## config.mk

```make
export PLATFORM = sky130hd
export DESIGN_NAME = idma_sync_256b_wdata_fifo_flat
export DESIGN_NICKNAME = d
export VERILOG_FILES = /design/src/rtl/idma_sync_256b_wdata_fifo_if.sv /design/src/rtl/idma_sync_256b_wdata_fifo.sv /design/src/flat_wrapper.sv
export SDC_FILE = /design/constraint.sdc
export NUM_CORES = 2
export LEC_CHECK = 0
export BUFFER_PORTS_ARGS = -buffer_cell sky130_fd_sc_hd__buf_2
export CORE_MARGIN = 2
export CORE_UTILIZATION = 45
export CTS_CLUSTER_DIAMETER = 60
export CTS_CLUSTER_SIZE = 40
export DETAILED_ROUTE_END_ITERATION = 8
export SYNTH_ARGS = -nofsm -noshare
export SYNTH_HDL_FRONTEND = slang
export SYNTH_MEMORY_MAX_BITS = 65536
export SYNTH_SLANG_ARGS = --single-unit
```

## constraint.sdc

```tcl
create_clock -name aclk -period 26.9 [get_ports aclk]
set_clock_uncertainty 0.1 [all_clocks]
set_input_delay 2.69 -clock aclk [delete_from_list [all_inputs] [get_ports aclk]]
set_output_delay 2.69 -clock aclk [all_outputs]
set_load 0.01 [all_outputs]
```

## src/rtl/idma_sync_256b_wdata_fifo_if.sv

```systemverilog
`default_nettype none
// ============================================================================
// Module   : idma_sync_256b_wdata_fifo_if
// Brief    : Push/pop bundle between the iDMA data source, the write-data
//            FIFO and the 256-bit AXI write stage. IDMA_WDATA_FIFO_ERR_EN
//            adds the sticky error flags.
// Revision : 1.0
// ============================================================================
interface idma_sync_256b_wdata_fifo_if #(
    parameter int AXI_DATA_WID = 256,
    parameter int AXI_STRBW    = AXI_DATA_WID / 8,
    parameter int DEPTH        = 16,
    parameter int AW           = $clog2(DEPTH)
);
    logic                    wr_cfg_init;
    logic                    wdata_push_valid;
    logic                    wdata_push_ready;
    logic [AXI_DATA_WID-1:0] wdata_push_data;
    logic [AXI_STRBW-1:0]    wdata_push_strb;
    logic                    wdata_fifo_pop;
    logic                    wdata_fifo_valid;
    logic [AXI_DATA_WID-1:0] wdata_fifo_data_d;
    logic [AXI_STRBW-1:0]    wdata_fifo_strb_d;
    logic                    wdata_fifo_empty_d;
    logic                    wdata_fifo_full;
    logic [AW:0]             wdata_fifo_cnt;
`ifdef IDMA_WDATA_FIFO_ERR_EN
    logic [1:0]              wdata_fifo_err;

    modport master (
        output wr_cfg_init, wdata_push_valid, wdata_push_data, wdata_push_strb, wdata_fifo_pop,
        input  wdata_push_ready, wdata_fifo_valid, wdata_fifo_data_d, wdata_fifo_strb_d,
        input  wdata_fifo_empty_d, wdata_fifo_full, wdata_fifo_cnt, wdata_fifo_err
    );
    modport slave (
        input  wr_cfg_init, wdata_push_valid, wdata_push_data, wdata_push_strb, wdata_fifo_pop,
        output wdata_push_ready, wdata_fifo_valid, wdata_fifo_data_d, wdata_fifo_strb_d,
        output wdata_fifo_empty_d, wdata_fifo_full, wdata_fifo_cnt, wdata_fifo_err
    );
`else
    modport master (
        output wr_cfg_init, wdata_push_valid, wdata_push_data, wdata_push_strb, wdata_fifo_pop,
        input  wdata_push_ready, wdata_fifo_valid, wdata_fifo_data_d, wdata_fifo_strb_d,
        input  wdata_fifo_empty_d, wdata_fifo_full, wdata_fifo_cnt
    );
    modport slave (
        input  wr_cfg_init, wdata_push_valid, wdata_push_data, wdata_push_strb, wdata_fifo_pop,
        output wdata_push_ready, wdata_fifo_valid, wdata_fifo_data_d, wdata_fifo_strb_d,
        output wdata_fifo_empty_d, wdata_fifo_full, wdata_fifo_cnt
    );
`endif
endinterface
`default_nettype wire

```

## src/rtl/idma_sync_256b_wdata_fifo.sv

```systemverilog
`default_nettype none
// ============================================================================
// Module   : idma_sync_256b_wdata_fifo
// Brief    : Synchronous write-beat FIFO with registered pop output and
//            synchronous flush. IDMA_WDATA_FIFO_ERR_EN adds sticky error flags.
// Revision : 1.0
// ============================================================================
module idma_sync_256b_wdata_fifo #(
    parameter int AXI_DATA_WID = 256,
    parameter int AXI_STRBW    = AXI_DATA_WID / 8,
    parameter int DEPTH        = 16,
    parameter int AW           = $clog2(DEPTH)
) (
    input  wire                            aclk,
    input  wire                            areset,
    idma_sync_256b_wdata_fifo_if.slave     bus
);
    localparam logic [AW:0] c_FULL_CNT = (AW+1)'(DEPTH);

    logic [AXI_STRBW+AXI_DATA_WID-1:0] mem_q [DEPTH];

    logic [AW-1:0]           wp_q, wp_d, rp_q, rp_d;
    logic [AW:0]             cnt_q, cnt_d;
    logic                    empty_q, empty_d, full_q, full_d, valid_q, valid_d;
    logic [AXI_DATA_WID-1:0] data_q, data_d;
    logic [AXI_STRBW-1:0]    strb_q, strb_d;
    logic                    w_push_acc, w_pop_acc;

    assign w_push_acc = bus.wdata_push_valid & ~full_q;
    assign w_pop_acc  = bus.wdata_fifo_pop & ~empty_q;

    always_comb begin
        wp_d    = wp_q;
        rp_d    = rp_q;
        cnt_d   = cnt_q;
        valid_d = 1'b0;
        data_d  = data_q;
        strb_d  = strb_q;
        // Flush wins over any push/pop in the same cycle; output beat registers keep their value.
        if (bus.wr_cfg_init) begin
            wp_d  = '0;
            rp_d  = '0;
            cnt_d = '0;
        end else begin
            if (w_push_acc) begin
                wp_d = wp_q + AW'(1);
            end
            if (w_pop_acc) begin
                rp_d    = rp_q + AW'(1);
                valid_d = 1'b1;
                data_d  = mem_q[rp_q][AXI_DATA_WID-1:0];
                strb_d  = mem_q[rp_q][AXI_STRBW+AXI_DATA_WID-1:AXI_DATA_WID];
            end
            cnt_d = cnt_q + {{AW{1'b0}}, w_push_acc} - {{AW{1'b0}}, w_pop_acc};
        end
        empty_d = (cnt_d == '0);
        full_d  = (cnt_d == c_FULL_CNT);
    end

    always_ff @(posedge aclk or posedge areset) begin
        if (areset) begin
            wp_q    <= '0;
            rp_q    <= '0;
            cnt_q   <= '0;
            empty_q <= 1'b1;
            full_q  <= 1'b0;
            valid_q <= 1'b0;
            data_q  <= '0;
            strb_q  <= '0;
        end else begin
            wp_q    <= wp_d;
            rp_q    <= rp_d;
            cnt_q   <= cnt_d;
            empty_q <= empty_d;
            full_q  <= full_d;
            valid_q <= valid_d;
            data_q  <= data_d;
            strb_q  <= strb_d;
        end
    end

    // Storage needs no reset: occupancy tracking alone decides which entries are live.
    always_ff @(posedge aclk) begin
        if (w_push_acc && !bus.wr_cfg_init) begin
            mem_q[wp_q] <= {bus.wdata_push_strb, bus.wdata_push_data};
        end
    end

    assign bus.wdata_push_ready   = ~full_q;
    assign bus.wdata_fifo_valid   = valid_q;
    assign bus.wdata_fifo_data_d  = data_q;
    assign bus.wdata_fifo_strb_d  = strb_q;
    assign bus.wdata_fifo_empty_d = empty_q;
    assign bus.wdata_fifo_full    = full_q;
    assign bus.wdata_fifo_cnt     = cnt_q;

`ifdef IDMA_WDATA_FIFO_ERR_EN
    logic [1:0] err_q, err_d;

    always_comb begin
        err_d = err_q | {bus.wdata_push_valid & full_q, bus.wdata_fifo_pop & empty_q};
        if (bus.wr_cfg_init) begin
            err_d = 2'b00;
        end
    end

    always_ff @(posedge aclk or posedge areset) begin
        if (areset) begin
            err_q <= 2'b00;
        end else begin
            err_q <= err_d;
        end
    end

    assign bus.wdata_fifo_err = err_q;
`endif

endmodule
`default_nettype wire

```

## src/flat_wrapper.sv

```systemverilog
// flat-port wrapper written by rule: the top's interface ports become plain ports
module idma_sync_256b_wdata_fifo_flat 
#(
    parameter int AXI_DATA_WID = 256,
    parameter int AXI_STRBW    = AXI_DATA_WID / 8,
    parameter int DEPTH        = 16,
    parameter int AW           = $clog2(DEPTH)
)
  (aclk, areset, bus_wr_cfg_init, bus_wdata_push_valid, bus_wdata_push_data, bus_wdata_push_strb, bus_wdata_fifo_pop, bus_wdata_push_ready, bus_wdata_fifo_valid, bus_wdata_fifo_data_d, bus_wdata_fifo_strb_d, bus_wdata_fifo_empty_d, bus_wdata_fifo_full, bus_wdata_fifo_cnt);
  idma_sync_256b_wdata_fifo_if #(.AXI_DATA_WID(AXI_DATA_WID), .AXI_STRBW(AXI_STRBW), .DEPTH(DEPTH), .AW(AW)) bus_i ();
  input  wire aclk;
  input  wire areset;
  input wire logic [$bits(bus_i.wr_cfg_init)-1:0] bus_wr_cfg_init;
  input wire logic [$bits(bus_i.wdata_push_valid)-1:0] bus_wdata_push_valid;
  input wire logic [$bits(bus_i.wdata_push_data)-1:0] bus_wdata_push_data;
  input wire logic [$bits(bus_i.wdata_push_strb)-1:0] bus_wdata_push_strb;
  input wire logic [$bits(bus_i.wdata_fifo_pop)-1:0] bus_wdata_fifo_pop;
  output wire logic [$bits(bus_i.wdata_push_ready)-1:0] bus_wdata_push_ready;
  output wire logic [$bits(bus_i.wdata_fifo_valid)-1:0] bus_wdata_fifo_valid;
  output wire logic [$bits(bus_i.wdata_fifo_data_d)-1:0] bus_wdata_fifo_data_d;
  output wire logic [$bits(bus_i.wdata_fifo_strb_d)-1:0] bus_wdata_fifo_strb_d;
  output wire logic [$bits(bus_i.wdata_fifo_empty_d)-1:0] bus_wdata_fifo_empty_d;
  output wire logic [$bits(bus_i.wdata_fifo_full)-1:0] bus_wdata_fifo_full;
  output wire logic [$bits(bus_i.wdata_fifo_cnt)-1:0] bus_wdata_fifo_cnt;
  assign bus_i.wr_cfg_init = bus_wr_cfg_init;
  assign bus_i.wdata_push_valid = bus_wdata_push_valid;
  assign bus_i.wdata_push_data = bus_wdata_push_data;
  assign bus_i.wdata_push_strb = bus_wdata_push_strb;
  assign bus_i.wdata_fifo_pop = bus_wdata_fifo_pop;
  assign bus_wdata_push_ready = bus_i.wdata_push_ready;
  assign bus_wdata_fifo_valid = bus_i.wdata_fifo_valid;
  assign bus_wdata_fifo_data_d = bus_i.wdata_fifo_data_d;
  assign bus_wdata_fifo_strb_d = bus_i.wdata_fifo_strb_d;
  assign bus_wdata_fifo_empty_d = bus_i.wdata_fifo_empty_d;
  assign bus_wdata_fifo_full = bus_i.wdata_fifo_full;
  assign bus_wdata_fifo_cnt = bus_i.wdata_fifo_cnt;
  idma_sync_256b_wdata_fifo #(.AXI_DATA_WID(AXI_DATA_WID), .AXI_STRBW(AXI_STRBW), .DEPTH(DEPTH), .AW(AW)) u_core (.aclk(aclk), .areset(areset), .bus(bus_i));
endmodule
```

### Word-level counts from Yosys, hierarchy flattened

Memory sizes are Yosys's and may differ from the RTL's. A register that Yosys moved wholly into a read port is not among the register bits.
Cells that the tools add are included.

* output and inout bits: 297
* RAM bits: 4608
* register bits: 16
* input port bits: 293
* memories kept: 1
* logic and storage cells: 32

Memory list
* u_core.mem_q: depth 16, bits a word 288, read ports 1, clocked after Yosys merged registers in 1, wr ports 1, RTL line idma_sync_256b_wdata_fifo.sv:20 `logic [AXI_STRBW+AXI_DATA_WID-1:0] mem_q [DEPTH];`

* bitwise logic cells: 5
* mux-type cells: 9
* add/sub/neg operators: 4
* reductions and logical operators: 6
* eq/ne operators: 1

Operators with widths (count)
* 4-bit two-way mux: 4
* 4-bit by 1-bit adder with 4-bit output (second input constant): 2
* 5-bit by 1-bit adder with 5-bit output: 1
* 5-bit equality test (second input constant): 1
* 5-bit logical NOT: 1
* 5-bit two-way mux: 1
* 5-bit by 1-bit subtractor with 5-bit output: 1
* 1-bit two-way mux: 4
* 2-bit nonzero test: 2
* 1-bit inverter: 3
* 1-bit bitwise AND: 2
* 2-bit AND reduction: 1
* 1-bit logical AND: 1
* 1-bit logical NOT: 1

### Depth between registers and ports, before layout

* depth in word-level cells: 6
* mapped depth: 9
* gate-level depth less buffers: 8

### Worst setup path after synthesis

OpenSTA, ideal clock, no wires.

* kind: input -> register
* from: in bus_wr_cfg_init
* to: mem u_core.mem_q[2][0] (netlist name), enable pin
* path buffers: 1
* stages: 3
* slack: 10570 ps
* required time: 25857 ps
* arrival: 15287 ps
* library setup time: 943 ps
* path through: clkbuf_1 -> or3b_2 -> nor2_1

* cells in the longest elaborated chain, start to end: 4

Ends and longest elaborated chain
* start, declared: RTL line flat_wrapper.sv:13 `input wire logic [$bits(bus_i.wr_cfg_init)-1:0] bus_wr_cfg_init;`
* 1-bit logical NOT: RTL line idma_sync_256b_wdata_fifo.sv:84 `if (w_push_acc && !bus.wr_cfg_init) begin`
* 1-bit logical AND: RTL line idma_sync_256b_wdata_fifo.sv:84
* 1-bit two-way mux: RTL line idma_sync_256b_wdata_fifo.sv:84
* 1-bit two-way mux (implied by the code): RTL line idma_sync_256b_wdata_fifo.sv:85 `mem_q[wp_q] <= {bus.wdata_push_strb, bus.wdata_push_data};`
* end, declared: RTL line idma_sync_256b_wdata_fifo.sv:20

Every way passes these cells.

### Final worst setup path

* from: in bus_wdata_push_valid
* to: mem u_core.mem_q[0][171] (netlist name), enable pin

* cells in the longest elaborated chain, start to end: 4

Ends and longest elaborated chain
* start, declared: RTL line flat_wrapper.sv:14 `input wire logic [$bits(bus_i.wdata_push_valid)-1:0] bus_wdata_push_valid;`
* 1-bit bitwise AND: RTL line idma_sync_256b_wdata_fifo.sv:29 `assign w_push_acc = bus.wdata_push_valid & ~full_q;`
* 1-bit logical AND: RTL line idma_sync_256b_wdata_fifo.sv:84
* 1-bit two-way mux: RTL line idma_sync_256b_wdata_fifo.sv:84
* 1-bit two-way mux (implied by the code): RTL line idma_sync_256b_wdata_fifo.sv:85

Every way passes these cells.

==> impl_results.html <==
<table>
<tr><th>Metric</th><th>Value</th></tr>
<tr><th colspan="2">Run status</th></tr>
<tr><td>Run status</td><td>completed</td></tr>
<tr><th colspan="2">Finish</th></tr>
<tr><td>Fillers</td><td>around 32000</td></tr>
<tr><td>Nets</td><td>9104</td></tr>
<tr><td>Area Growth Syn to Fin</td><td>12.2%</td></tr>
<tr><td>Most used cells in the layout excluding fill and tap cells</td><td>sky130_fd_sc_hd__edfxtp_1 (4608), sky130_fd_sc_hd__mux4_2 (932), sky130_fd_sc_hd__mux2i_1 (729)</td></tr>
<tr><td>Ratio of cells with drive above 1 in the final layout</td><td>26.8%</td></tr>
<tr><td>FF/Latch Area</td><td>146000 µm²</td></tr>
<tr><td>Area taken by multi-input logic gates</td><td>35100 µm²</td></tr>
<tr><td>Leading cell type in the layout, fill and taps excluded</td><td>sky130_fd_sc_hd__edfxtp_1</td></tr>
<tr><th colspan="2">Timing</th></tr>
<tr><td>Final worst-path cycle share</td><td>25.7%</td></tr>
<tr><td>Headroom to the max-slew limit</td><td>23.8%</td></tr>
<tr><td>Maximum clock frequency</td><td>between 0.1 and 0.15 GHz</td></tr>
<tr><td>Total negative slack</td><td>0 ps</td></tr>
<tr><td>Transition time at the pin with the least slew margin</td><td>1140 ps</td></tr>
<tr><td>Setup violations, final</td><td>0</td></tr>
<tr><td>Setup repair after global routing missed its margin</td><td>false</td></tr>
<tr><td>Count of endpoints failing hold in the final timing report</td><td>0</td></tr>
<tr><td>Pins over their slew limit</td><td>0</td></tr>
<tr><td>Final Hold Slack</td><td>464 ps</td></tr>
<tr><td>Final period demand of the worst path</td><td>just under 7000 ps</td></tr>
<tr><th colspan="2">Floorplanning</th></tr>
<tr><td>Starting utilization of the core area</td><td>a little under half</td></tr>
<tr><td>Die Span X</td><td>644 µm</td></tr>
<tr><td>Placeable core region</td><td>approximately 410000 µm²</td></tr>
<tr><td>Die ar.</td><td>just over 400000 µm²</td></tr>
<tr><td>Standard-cell row count</td><td>about 230</td></tr>
<tr><td>Die H</td><td>644 µm</td></tr>
<tr><td>Top-level port count</td><td>590</td></tr>
<tr><th colspan="2">CTS</th></tr>
<tr><td>Clock latency on the worst-skew pair</td><td>1000 ps</td></tr>
<tr><td>CTS tree</td><td>built</td></tr>
<tr><td>H-Tree Level Count</td><td>5</td></tr>
<tr><td>Clock slew at the register clock pins of the worst setup and hold paths</td><td>90 ps</td></tr>
<tr><td>Number of buffers added by the clock tree synthesis step</td><td>about 370</td></tr>
<tr><td>Setup bufs post-CTS</td><td>0</td></tr>
<tr><td>Number of gates resized after cts</td><td>0</td></tr>
<tr><td>Root Buffer Master</td><td>sky130_fd_sc_hd__clkbuf_16</td></tr>
<tr><td>CTS Sinks</td><td>4912</td></tr>
<tr><td>Clk buf depth</td><td>4</td></tr>
<tr><td>Hold buffers post-CTS</td><td>0</td></tr>
<tr><th colspan="2">Yosys</th></tr>
<tr><td>Portion of the post-synthesis area used by sequential elements</td><td>about four fifths</td></tr>
<tr><td>Total number of yosys warnings</td><td>0</td></tr>
<tr><td>Leading area contributor after synthesis</td><td>sky130_fd_sc_hd__edfxtp_1</td></tr>
<tr><td>Gate count after technology mapping</td><td>8095</td></tr>
<tr><td>Portion of synthesized cell area occupied by the leading cell type</td><td>75.2%</td></tr>
<tr><td>Nets in the synthesized netlist</td><td>8398</td></tr>
<tr><td>#FFs+latches synth</td><td>between 4000 and 5000</td></tr>
<tr><td>Avg Synthesized Cell Area</td><td>about 23 µm²</td></tr>
<tr><td>Number of distinct library cells after synthesis</td><td>38</td></tr>
<tr><td>Post-Synthesis Cell Area</td><td>184000 µm²</td></tr>
<tr><td>Largest cells by area after synthesis</td><td>sky130_fd_sc_hd__edfxtp_1 (75%), sky130_fd_sc_hd__mux4_2 (11%), sky130_fd_sc_hd__dfrtp_1 (4.1%), sky130_fd_sc_hd__mux2i_1 (4.0%), sky130_fd_sc_hd__o22ai_1 (1.4%)</td></tr>
<tr><th colspan="2">Global routing</th></tr>
<tr><td>Global-route usage over all layers</td><td>21.9%</td></tr>
<tr><td>Pin count of the biggest net entering global routing</td><td>140</td></tr>
<tr><td>Global-route wire length before repair</td><td>about 660000 µm</td></tr>
<tr><td>Antenna violations before repair</td><td>136</td></tr>
<tr><td>Number of global-route vias before repair</td><td>between 90000 and 100k</td></tr>
<tr><td>Remaining global-route overflow</td><td>0</td></tr>
<tr><th colspan="2">Pwr</th></tr>
<tr><td>Total power density per cell area</td><td>82.8 nW/µm²</td></tr>
<tr><td>Worst IR Drop VDD</td><td>around 0.07 mV</td></tr>
<tr><td>Static leakage power</td><td>0.0635 µW</td></tr>
<tr><th colspan="2">Routing</th></tr>
<tr><td>Drt first pass iters</td><td>6</td></tr>
<tr><td>Total DRC errors in the routed layout</td><td>0</td></tr>
<tr><td>Detailed-route wire length</td><td>460000 µm</td></tr>
<tr><td>Vias after detailed routing</td><td>roughly 87000</td></tr>
<tr><td>Antenna viol nets, final</td><td>0</td></tr>
<tr><td>Routed wirelength normalized by instance count</td><td>31.5 µm</td></tr>
<tr><td>Count of routing violations after the opening detailed-route iteration</td><td>just under 9000</td></tr>
<tr><td>Vias/cell</td><td>5.93</td></tr>
<tr><th colspan="2">Setup path</th></tr>
<tr><td>Endpoint kind of the worst setup timing path</td><td>flip-flop</td></tr>
<tr><td>Crit-path max FO</td><td>48</td></tr>
<tr><td>Element type at the critical path start</td><td>input pin</td></tr>
<tr><td>Slack of the worst reg-to-reg path</td><td>21270 ps</td></tr>
<tr><td>Worst setup path class</td><td>in2reg</td></tr>
<tr><td>Required time reported for the critical path endpoint</td><td>27410 ps</td></tr>
<tr><td>Arrival time of the worst setup path</td><td>7410 ps</td></tr>
<tr><th colspan="2">Flow run</th></tr>
<tr><td>Maximum capacitance violations</td><td>0</td></tr>
<tr><th colspan="2">Placed design</th></tr>
<tr><td>Gp weighted congestion</td><td>0.767</td></tr>
<tr><td>HPWL after detailed placement</td><td>255000 µm</td></tr>
<tr><td>IO Port Bufs</td><td>between 500 and 600</td></tr>
<tr><th colspan="2">Worst hold path</th></tr>
<tr><td>Min-delay worst type</td><td>reg2reg</td></tr>
</table>
==> Yosys cell counts <==
cell                       number
sky130_fd_sc_hd__a211oi_2      14
sky130_fd_sc_hd__clkbuf_1      78
sky130_fd_sc_hd__nand3b_2       1
sky130_fd_sc_hd__xnor2_1        3
sky130_fd_sc_hd__nor3b_4        1
sky130_fd_sc_hd__o22ai_1      398
sky130_fd_sc_hd__edfxtp_1    4608
sky130_fd_sc_hd__o32ai_1      110
sky130_fd_sc_hd__nor3_1         3
sky130_fd_sc_hd__mux2_2         1
sky130_fd_sc_hd__dfstp_2        1
sky130_fd_sc_hd__buf_4         66
sky130_fd_sc_hd__nand2b_1       6
sky130_fd_sc_hd__inv_1          7
sky130_fd_sc_hd__dfrtp_1      303
sky130_fd_sc_hd__buf_8          2
sky130_fd_sc_hd__mux2i_1      729
sky130_fd_sc_hd__nand3b_1       1
sky130_fd_sc_hd__or3b_2         1
sky130_fd_sc_hd__nand2_1        5
sky130_fd_sc_hd__nor2_1       195
sky130_fd_sc_hd__nor4bb_1       1
sky130_fd_sc_hd__a211oi_1     163
sky130_fd_sc_hd__a21oi_1      114
sky130_fd_sc_hd__a31o_2         1
sky130_fd_sc_hd__buf_2        173
sky130_fd_sc_hd__xor2_1         8
sky130_fd_sc_hd__fa_1           1
sky130_fd_sc_hd__and2_1        13
sky130_fd_sc_hd__or2_2          1
sky130_fd_sc_hd__nor2b_1        5
sky130_fd_sc_hd__a21o_1         2
sky130_fd_sc_hd__clkbuf_4       9
sky130_fd_sc_hd__ha_1           9
sky130_fd_sc_hd__buf_1         12
sky130_fd_sc_hd__buf_6        116
sky130_fd_sc_hd__nand4_1        2
sky130_fd_sc_hd__mux4_2       932
==> metal layers <==
layer  up-vias  part of all wire [%]  GRT usage [%]
li1      35746                     -              -
met1     47235                    40           29.2
met2      2915                    51           37.5
met3       682                   6.2           3.71
met4        64                   2.5           5.54
met5         -                 0.084              0
==> metrics by stage <==
stage / total power [µW] / setup WS [ps] / instance area (µm²) / util [%] / std cells
floorplan: 10300 / 10570 / 184000 / - / 8095
global placement: 11100 / 18900 / 192000 / 47.3 / 13853
detailed placement: 11200 / 18930 / 192000 / 47.3 / 13853
CTS: 17300 / 20000 / 206000 / 50.8 / 14556
global route: 17700 / 19750 / 206000 / 50.8 / 14577
finish: 17100 / 20000 / 207000 / 50.8 / 14599
==> cell type report <==
| type | count | area share [%] |
|---|---|---|
| clock buffers | 406 | 4.70 |
| multi-input cells | 2720 | 17.0 |
| diodes | 43 | 0.0521 |
| clock inverters | 297 | 2.06 |
| repair buffers | 786 | 2.20 |
| well taps | 5428 | 3.29 |
| inverters | 7 | 0.0164 |
| flip-flops and latches | 4912 | 70.7 |
==> flip-flops by register name, summed over array words and instances (netlist names) <==
register	count
u_core.bus.wdata_fifo_valid	1
u_core.mem_q	4608
u_core.bus.wdata_fifo_cnt	5
u_core.bus.wdata_fifo_data_d	256
u_core.bus.wdata_fifo_full	1
u_core.wp_q	4
u_core.rp_q	4
u_core.bus.wdata_fifo_empty_d	1
u_core.bus.wdata_fifo_strb_d	32
==> worst paths after layout <==
path / start / endpoint / cells past startpoint
max in group asynchronous: areset / u_core.rp_q[0]$_DFFE_PP0P_ / 5
worst min register to register: u_core.bus.wdata_fifo_data_d[68]$_DFFE_PP0P_ / u_core.bus.wdata_fifo_data_d[68]$_DFFE_PP0P_ / 2
min in group asynchronous: areset / u_core.bus.wdata_fifo_data_d[164]$_DFFE_PP0P_ / 2
worst max register to register: u_core.rp_q[0]$_DFFE_PP0P_ / u_core.bus.wdata_fifo_data_d[145]$_DFFE_PP0P_ / 7
worst max-delay path: bus_wdata_push_valid / u_core.mem_q[0][171]$_DFFE_PP_ / 9
worst min-delay path: u_core.bus.wdata_fifo_data_d[68]$_DFFE_PP0P_ / u_core.bus.wdata_fifo_data_d[68]$_DFFE_PP0P_ / 2
==> kinds of logic (layout without fill, tap and decap cells) <==
group           after synthesis  count (layout)  share of synthesized area (%)
flops                      4912            4912                           79.3
mux                        1662            1662                           15.4
compound gates              802             802                           2.96
buf+inv                     463            1496                           1.70
simple gates                235             235                          0.538
xor+xnor                     11              11                         0.0523
fa+ha+maj                    10              10                         0.0721
other cells                   0              43                              0
==> worst max-delay path, cell delays in order <==
cell and delay [ps]:
sky130_fd_sc_hd__buf_2 80, sky130_fd_sc_hd__nor2b_1 490, sky130_fd_sc_hd__nand2b_1 330, sky130_fd_sc_hd__nor3_1 350
sky130_fd_sc_hd__and2_4 600, sky130_fd_sc_hd__buf_4 490, sky130_fd_sc_hd__buf_4 850, sky130_fd_sc_hd__buf_4 750
sky130_fd_sc_hd__buf_4 610
==> report_power, final <==
| part | internal [µW] | total, µW | leakage (µW) | switching (µW) |
|---|---|---|---|---|
| Combinational | 798 | 1910 | 0.0119 | 1110 |
| Sequential | 8680 | 9030 | 0.0448 | 353 |
| Clock | 3050 | 6160 | 0.00667 | 3110 |
| Total | 12500 | 17100 | 0.0635 | 4580 |
Note: power is estimated with default switching activity, not from simulation.
